[src/rtl/wb_cmd_pkg.sv]
// Shared types for the Wishbone command master: queued command record,
// FSM state encoding and the default error-data pattern.
package wb_cmd_pkg;

  typedef struct packed {
    logic        we;
    logic [31:0] adr;
    logic [31:0] dat;
    logic [3:0]  sel;
  } wb_cmd_t;

  typedef enum logic [1:0] {
    IDLE,
    REQ,
    GAP
  } state_t;

  localparam logic [31:0] DEFAULT_ERR_DATA = 32'hDEAD_BEEF;

endpackage

[src/rtl/wb_cmd_fifo.sv]
// Synchronous command queue: power-of-two depth, wrapping pointers and a
// separate occupancy count so full and empty are never ambiguous.
module wb_cmd_fifo
  import wb_cmd_pkg::*;
#(
  parameter int DEPTH = 4
) (
  input  logic                     clock,
  input  logic                     reset,
  input  logic                     push,
  input  wb_cmd_t                  push_data,
  input  logic                     pop,
  output wb_cmd_t                  head,
  output logic                     full,
  output logic                     empty,
  output logic [$clog2(DEPTH):0]   count
);

  localparam int AW = $clog2(DEPTH);

  wb_cmd_t       mem [DEPTH];
  logic [AW-1:0] wr_ptr;
  logic [AW-1:0] rd_ptr;
  logic          do_push;
  logic          do_pop;

  assign full    = (count == (AW + 1)'(DEPTH));
  assign empty   = (count == '0);
  assign do_push = push && !full;
  assign do_pop  = pop && !empty;
  assign head    = mem[rd_ptr];

  always_ff @(posedge clock) begin
    if (do_push) begin
      mem[wr_ptr] <= push_data;
    end
  end

  // Pointers wrap naturally because DEPTH is a power of two.
  always_ff @(posedge clock) begin
    if (reset) begin
      wr_ptr <= '0;
      rd_ptr <= '0;
      count  <= '0;
    end else begin
      if (do_push) wr_ptr <= wr_ptr + 1'b1;
      if (do_pop)  rd_ptr <= rd_ptr + 1'b1;
      if (do_push && !do_pop) begin
        count <= count + 1'b1;
      end else if (!do_push && do_pop) begin
        count <= count - 1'b1;
      end
    end
  end

endmodule

[src/rtl/wb_cmd_master.sv]
// Wishbone classic single-transfer master fed by a command queue; returns
// one response per command carrying read data or a timeout error.
module wb_cmd_master
  import wb_cmd_pkg::*;
#(
  parameter int          FIFO_DEPTH     = 4,
  parameter int          TIMEOUT_CYCLES = 16,
  parameter logic [31:0] ERR_DATA       = DEFAULT_ERR_DATA
) (
  input  logic        wb_clk_i,
  input  logic        wb_rst_i,
  input  logic        cmd_valid,
  output logic        cmd_ready,
  input  logic        cmd_we,
  input  logic [31:0] cmd_adr,
  input  logic [31:0] cmd_dat,
  input  logic [3:0]  cmd_sel,
  output logic        rsp_valid,
  output logic [31:0] rsp_dat,
  output logic        rsp_err,
  output logic        wbs_cyc_o,
  output logic        wbs_stb_o,
  output logic        wbs_we_o,
  output logic [3:0]  wbs_sel_o,
  output logic [31:0] wbs_adr_o,
  output logic [31:0] wbs_dat_o,
  input  logic        wbs_ack_i,
  input  logic [31:0] wbs_dat_i,
  output logic        busy
);

  localparam int TW = $clog2(TIMEOUT_CYCLES);

  state_t                       state;
  logic [TW-1:0]                timer;
  wb_cmd_t                      cmd_in;
  wb_cmd_t                      head;
  logic                         full;
  logic                         empty;
  logic [$clog2(FIFO_DEPTH):0]  count;
  logic                         pop;
  logic                         terminal;

  assign cmd_in    = '{we: cmd_we, adr: cmd_adr, dat: cmd_dat, sel: cmd_sel};
  assign cmd_ready = !full;
  assign pop       = (state == IDLE) && !empty;
  assign busy      = (count != '0) || (state != IDLE);
  assign terminal  = (timer == TW'(TIMEOUT_CYCLES - 1));

  wb_cmd_fifo #(
    .DEPTH (FIFO_DEPTH)
  ) u_fifo (
    .clock     (wb_clk_i),
    .reset     (wb_rst_i),
    .push      (cmd_valid),
    .push_data (cmd_in),
    .pop       (pop),
    .head      (head),
    .full      (full),
    .empty     (empty),
    .count     (count)
  );

  // Ack is checked before the terminal count so a last-cycle ack still succeeds.
  always_ff @(posedge wb_clk_i) begin
    if (wb_rst_i) begin
      state     <= IDLE;
      timer     <= '0;
      wbs_cyc_o <= 1'b0;
      wbs_stb_o <= 1'b0;
      wbs_we_o  <= 1'b0;
      wbs_sel_o <= '0;
      wbs_adr_o <= '0;
      wbs_dat_o <= '0;
      rsp_valid <= 1'b0;
      rsp_err   <= 1'b0;
      rsp_dat   <= '0;
    end else begin
      rsp_valid <= 1'b0;
      rsp_err   <= 1'b0;
      rsp_dat   <= '0;
      case (state)
        IDLE: begin
          if (!empty) begin
            wbs_cyc_o <= 1'b1;
            wbs_stb_o <= 1'b1;
            wbs_we_o  <= head.we;
            wbs_sel_o <= head.sel;
            wbs_adr_o <= head.adr;
            wbs_dat_o <= head.dat;
            timer     <= '0;
            state     <= REQ;
          end
        end
        REQ: begin
          if (wbs_ack_i || terminal) begin
            wbs_cyc_o <= 1'b0;
            wbs_stb_o <= 1'b0;
            wbs_we_o  <= 1'b0;
            wbs_sel_o <= '0;
            wbs_adr_o <= '0;
            wbs_dat_o <= '0;
            rsp_valid <= 1'b1;
            rsp_err   <= !wbs_ack_i;
            if (!wbs_ack_i) begin
              rsp_dat <= ERR_DATA;
            end else if (!wbs_we_o) begin
              rsp_dat <= wbs_dat_i;
            end
            state <= GAP;
          end else begin
            timer <= timer + 1'b1;
          end
        end
        GAP: begin
          state <= IDLE;
        end
        default: begin
          state <= IDLE;
        end
      endcase
    end
  end

endmodule
[config.mk]
export PLATFORM = sky130hd
export DESIGN_NAME = wb_cmd_master
export DESIGN_NICKNAME = d
export VERILOG_FILES = /design/src/rtl/wb_cmd_pkg.sv /design/src/rtl/wb_cmd_fifo.sv /design/src/rtl/wb_cmd_master.sv
export SDC_FILE = /design/constraint.sdc
export NUM_CORES = 1
export LEC_CHECK = 0
export BUFFER_PORTS_ARGS = -buffer_cell sky130_fd_sc_hd__buf_2
export CORE_ASPECT_RATIO = 0.5
export CORE_MARGIN = 1
export CORE_UTILIZATION = 55
export DETAILED_ROUTE_END_ITERATION = 16
export HOLD_SLACK_MARGIN = 0.15
export PLACE_DENSITY_LB_ADDON = 0.3
export SKIP_LAST_GASP = 1
export SLEW_MARGIN = 20
export SYNTH_ARGS = -nofsm -noshare
export SYNTH_HDL_FRONTEND = slang
export SYNTH_SLANG_ARGS = --single-unit
[constraint.sdc]
create_clock -name wb_clk_i -period 2.97 [get_ports wb_clk_i]
set_input_delay 0.594 -clock wb_clk_i [delete_from_list [all_inputs] [get_ports wb_clk_i]]
set_output_delay 0.594 -clock wb_clk_i [all_outputs]
set_load 0.01 [all_outputs]
Word level (Yosys, flattened, before mapping)
Memories as Yosys holds them, arrays and structs flattened. A register that Yosys moved wholly into a read port is not among the register bits.
Cells that the tools add are included.
- bits in registers: 117
- bits in writable memories: 276
- word-level logic and storage cells: 81
- memories: 1
- add/sub/neg operators: 5
- eq/ne operators: 6
- mux-type cells: 28
- bitwise gates (word level): 3
- reduce and logical (&&, ||, !) cells: 24
- memories (name ; words ; bits a word ; read ports ; clocked after memory_dff ; wr ports ; line ; text):
    u_fifo.mem ; 4 ; 69 ; 1 ; 1 ; 1 ; wb_cmd_fifo.sv:21 ; wb_cmd_t mem [DEPTH];
- operators by type and width (kind ; number):
    two-way mux 32 bit ; 5
    one-hot mux 32 bit (2 select lines) ; 2
    two-way mux 4 bit ; 4
    one-hot mux 4 bit (2 select lines) ; 2
    two-way mux 2 bit ; 4
    two-way mux 1 bit ; 6
    two-way mux 3 bit ; 2
    inequality test 2 bit, second input constant ; 3
    AND reduction 3 bit ; 2
    nonzero test 2 bit ; 3
    logical AND 1 bit ; 5
    zero test 1 bit ; 5
    OR reduction 5 bit ; 1
    adder 2 x 1 -> 2 bit, second input constant ; 2
    adder 4 x 1 -> 4 bit, second input constant ; 1
    == test 4 bit, second input constant ; 1
    one-hot mux 1 bit (2 select lines) ; 2
    one-hot mux 2 bit (2 select lines) ; 1
    adder 3 x 1 -> 3 bit, second input constant ; 1
    == test 3 bit, second input constant ; 1
    zero test 3 bit ; 1
    inverter 1 bit ; 3
    nonzero test 3 bit ; 1
    OR reduction 3 bit ; 1
    other kinds (6) ; 7

Depth between registers and ports, before layout
- word-level depth: 7
- gate-level depth with buffers: 9
- depth with buffers taken out: 8

Hierarchy
Synthesis repeated with hierarchy kept, for this count alone.
- cell total of the unflattened synthesis: 942
- area, all modules: 14891.8 um2
- by module, submodules not included (module ; times used ; cells an instance ; area an instance (um2) ; seq. area each (um2)):
    wb_cmd_fifo ; 1 ; 409 ; 10422.5 ; 8468.1
    wb_cmd_master ; 1 ; 533 ; 4469.3 ; 2202.1

Worst setup path after synthesis
OpenSTA, ideal clock, no wires.
- path kind: reg2reg
- start point: register u_fifo.count[0]
- end point: memory u_fifo.mem[0][0] in the netlist's numbering, enable pin
- arrival time: 2.370 ns
- data required time: 2.535 ns
- slack: 0.165 ns
- cell stages (with the launch flop): 4
- path buffers: 0
- path through: dfxtp_1 > nor3b_1 > inv_1 > and3_1
- cells in the longest elaborated chain, start to end: 5
- ends and longest elaborated chain (element ; line ; text):
    start: declaration ; wb_cmd_fifo.sv:16 ; output logic [$clog2(DEPTH):0] count
    start signal: assignment ; wb_cmd_fifo.sv:49 ; count <= count + 1'b1;
    start signal: assignment ; wb_cmd_fifo.sv:51 ; count <= count - 1'b1;
    == test 3 bit ; wb_cmd_fifo.sv:27 ; assign full = (count == (AW + 1)'(DEPTH));
    zero test 1 bit ; -- ;
    named net cmd_ready ; wb_cmd_master.sv:13 ; output logic cmd_ready,
    logical AND 1 bit ; wb_cmd_fifo.sv:29 ; assign do_push = push && !full;
    two-way mux 1 bit ; wb_cmd_fifo.sv:34 ; if (do_push) begin
    two-way mux 1 bit (implied by the code) ; wb_cmd_fifo.sv:35 ; mem[wr_ptr] <= push_data;
    end: declaration ; wb_cmd_fifo.sv:21 ;
The timed path passes the listed nets, and every way through them passes these cells.

Worst setup path in the final report
- start point: register u_fifo.count[0]
- end point: output busy
- cells in the longest elaborated chain, start to end: 2
- ends and longest elaborated chain (element ; line ; text):
    nonzero test 3 bit ; wb_cmd_master.sv:47 ; assign busy = (count != '0) || (state != IDLE);
    logical OR 1 bit ; wb_cmd_master.sv:47 ;
    end: declaration ; wb_cmd_master.sv:29 ; output logic busy
No other way between the ends.

==> flow_summary.yaml <==
cts:
  clockRootBuffer: "clkbuf_16"
  cts_made_buffers: 34
  post_cts_resized: 0
  number_of_clock_sinks: 395
  htreeDepth: 2
  clk-insertion-delay-late_ps: 520
  cts.hold.buffers_added: 0
  clock_tree_from_tritoncts: "yes"
  ctsLongestPathBuffers: 3
  setup_fix_bufs_post_cts: 0
  clk_pin_slew_ps: 60
sta:
  period_share_pct: 81.3
  worst_slew_margin_relative_to_its_limit_pct: 35.4
  rsz0062_at_grt: "false"
  tns_ps: 0
  timing.final.crit_period_ps: 2410
  finalHoldWorstSlack_ps: 272
  layout_skew_ps: 14.2
  finalSetupViolCount: 0
  max_freq_mhz: 414
  drv_slew: 0
  hold_viol_final: 0
  worst_slew_pin_tran_ps: 969
finish:
  area_growth_pct: 17.1
  design.final.nets: 1111
  layout_common_cells: "edfxtp_1 (276), buf_2 (210), dfxtp_1 (117)"
  mostFrequentLayoutCell: "edfxtp_1"
  final_cell_area_um2: 17000
  final_layout_size_suffix_gt1_share_pct: 34.8
floorplan:
  ioPinCount: 212
  placement_rows: 41
  floorplan.die_area_um2: 27000
  initial_core_util_pct: 56.7
  fp.dieW_um: 232
  placeableCoreArea_um2: 25500
  die_h_um: 117
critical_path:
  r2r.worst_path.cells: 8
  worstPathCellList: "nor3_1 > nand2_1 > buf_2"
  number_of_buffer_and_inverter_instances_along_the_worst_setup_path: 1
  startpoint_type: "flip-flop"
  worst_path_cell_with_the_longest_stage_delay: "nor3_1"
  timing.critical_path.from: "u_fifo.count[0]$_SDFFE_PP0P_"
  r2r_end: "u_fifo.count[2]$_SDFFE_PP0P_"
  worst_ep_required_time_ps: 2380
  crit_path_max_delay_family: "simple AND/OR/NAND/NOR gates"
  worst-path-max-fanout: 5
  critPathMaxStageDelay_ps: 590
  timing.critical_path.to_type: "output port"
  crit_arrival_ps: 1820
  worst-r2r-setup-slack_ps: 780
  timing.rr.start: "u_fifo.count[0]$_SDFFE_PP0P_"
  timing.setup.critical_path_class: "reg -> out"
synthesis:
  top_area_cell_type_share_of_the_netlist_area_pct: 57.2
  synth.yosys.warnings: 0
  yosys.area.top_type: "edfxtp_1"
  synth.cell_area_um2: 14500
  synthesis.area_per_instance_um2: 18.4
  seq_area_frac_synth_pct: 73.6
  post_synth_main_area_contributors: "edfxtp_1 (57%), dfxtp_1 (16%), mux4_2 (11%), a32o_1 (4.8%), nor2b_1 (3.1%)"
  synth.net_count: 900
  post_synth_inst_count: 788
  synth-seq-cells: 395
  netlist-cell-type-count: 35
route:
  antenna_left: 0
  routed_wl_mm: 29.5
  vias: 7851
  drt_pre_antenna_iters: 5
  drt_drc_violations_left: 0
  drt-wirelength-per-cell_um: 21.5
  avgViaCountPerCell: 5.72
  first_iter_violations: 519
global_routing:
  number_of_antenna_violations_at_the_first_check_in_global_routing: 3
  first_pass_grt_wire_length_mm: 44.3
  number_of_global_route_vias_before_repair: 7952
  overflow: 0
  groute.usage.overall_pct: 21.9
  maximum_number_of_pins_on_one_net_before_global_route_repair: 71
outcome:
  status: "finished, final reports clean"
min_path:
  worst_hold_path_stage_count: 2
  hold_path.startpoint: "wbs_dat_i[22]"
  hold_end: "rsp_dat[22]$_SDFF_PP0_"
  min_path_type: "in -> reg"
power_and_ir_drop:
  power_per_cell_area_nw_per_um2: 905
  p_leak_nw: 6.15
  irDropWorstVdd_uv: 595
place:
  detailedPlacementHpwl_mm: 16.9
  port_buffers: 211
  place_area_um2: 15900
  gpl.final_weighted_congestion: 0.732
job:
  max_cap_viol_count: 0
## registers in the layout, summed over array words and instances, names as in the netlist, named ones only
name,count
u_fifo.mem,276
rsp_dat,32
wbs_adr_o,32
wbs_dat_o,32
timer,4
wbs_sel_o,4
u_fifo.count,3
state,2
u_fifo.rd_ptr,2
u_fifo.wr_ptr,2
rsp_err,1
rsp_valid,1
wbs_stb_o,1
wbs_we_o,1
## power by group
group          total [mW]  switching (mW)  internal, mW  leakage [nW]
clock                4.24            1.87          2.37         0.512
sequential           7.23           0.502          6.72          3.50
combinational        3.88            1.98          1.90          2.13
total                15.3            4.36          11.0          6.15
## final cells by class
cell class                      instances  area [um^2]
Antenna cell                            3         7.51
Clock inverter                          8         41.3
Fill cell                            1771         8580
Multi-Input combinational cell        330         3490
Clock buffer                           54         1020
Sequential cell                       395        10700
Timing Repair Buffer                  229         1270
Tap cell                              344          430
Inverter                                9         33.8
## routing by layer
layer / wire length (um) / vias up / global-route usage, %
met1: 12300 / 3978 / 28.7
li1: - / 3548 / -
met3: 2020 / 42 / 4.63
met2: 14600 / 283 / 37.3
met5: 0 / - / 0
met4: 563 / 0 / 7.11
## synthesized netlist by cell type, drive strengths merged
master,n
nor4b,1
nor2,7
mux4,69
mux2i,2
dfxtp,119
nand2b,25
mux2,1
edfxtp,276
a31o,2
or3,3
and3,4
or4b,1
o21ai,6
o32ai,2
nand3,5
nor2b,71
buf,27
a32o,69
a21oi,30
xor2,2
and2,9
or2,1
nor3,2
o22ai,1
inv,9
or4,1
ha,6
nor3b,2
clkbuf,27
fa,1
nand2,7
## cell families (layout without fill, tap and decap cells)
kind of cell	after synthesis	count (layout)	share of synthesized area, %
multiplexers	72	72	10.9
XOR/XNOR	2	2	0.121
AND/OR/NAND/NOR	139	139	5.89
AO/OA/AOI/OAI	110	110	6.29
adder cells (fa/ha/maj)	7	7	0.656
buffers and inverters	63	300	2.47
other	0	3	0
flip-flops	395	395	73.6
## worst register-to-register path, delay by kind of cell (launching register included)
family / cells / cell delay [ps]
adders and majority gates: 2 / 550
AOI/OAI and AO/OA: 1 / 150
DFF: 1 / 370
and+or+nand+nor: 3 / 810
xor gates and xnor gates: 1 / 180
buffers and inverters: 1 / 60
## stage by stage
step	utilization (%)	setup slack, ps	instances	total power [mW]
2_1_floorplan	-	165	788	10.0
3_3_place_gp	62.2	681	1307	11.1
3_5_place_dp	62.2	609	1307	11.3
4_1_cts	66.4	503	1369	15.5
5_1_grt	66.4	418	1371	16.1
6_report	66.4	556	1372	15.3
## worst max-delay path by stage
stage | cells after the start | to | slack, ps
after CTS | 3 | busy | 500
after floorplan | 3 | u_fifo.mem[0][0]$_DFFE_PP_ | 160
final | 3 | busy | 560
after detailed placement | 5 | wbs_adr_o[12]$_SDFFE_PP0P_ | 610
after global placement | 5 | wbs_adr_o[0]$_SDFFE_PP0P_ | 680
after global routing | 3 | busy | 420
(Power assumes the default switching activity.)
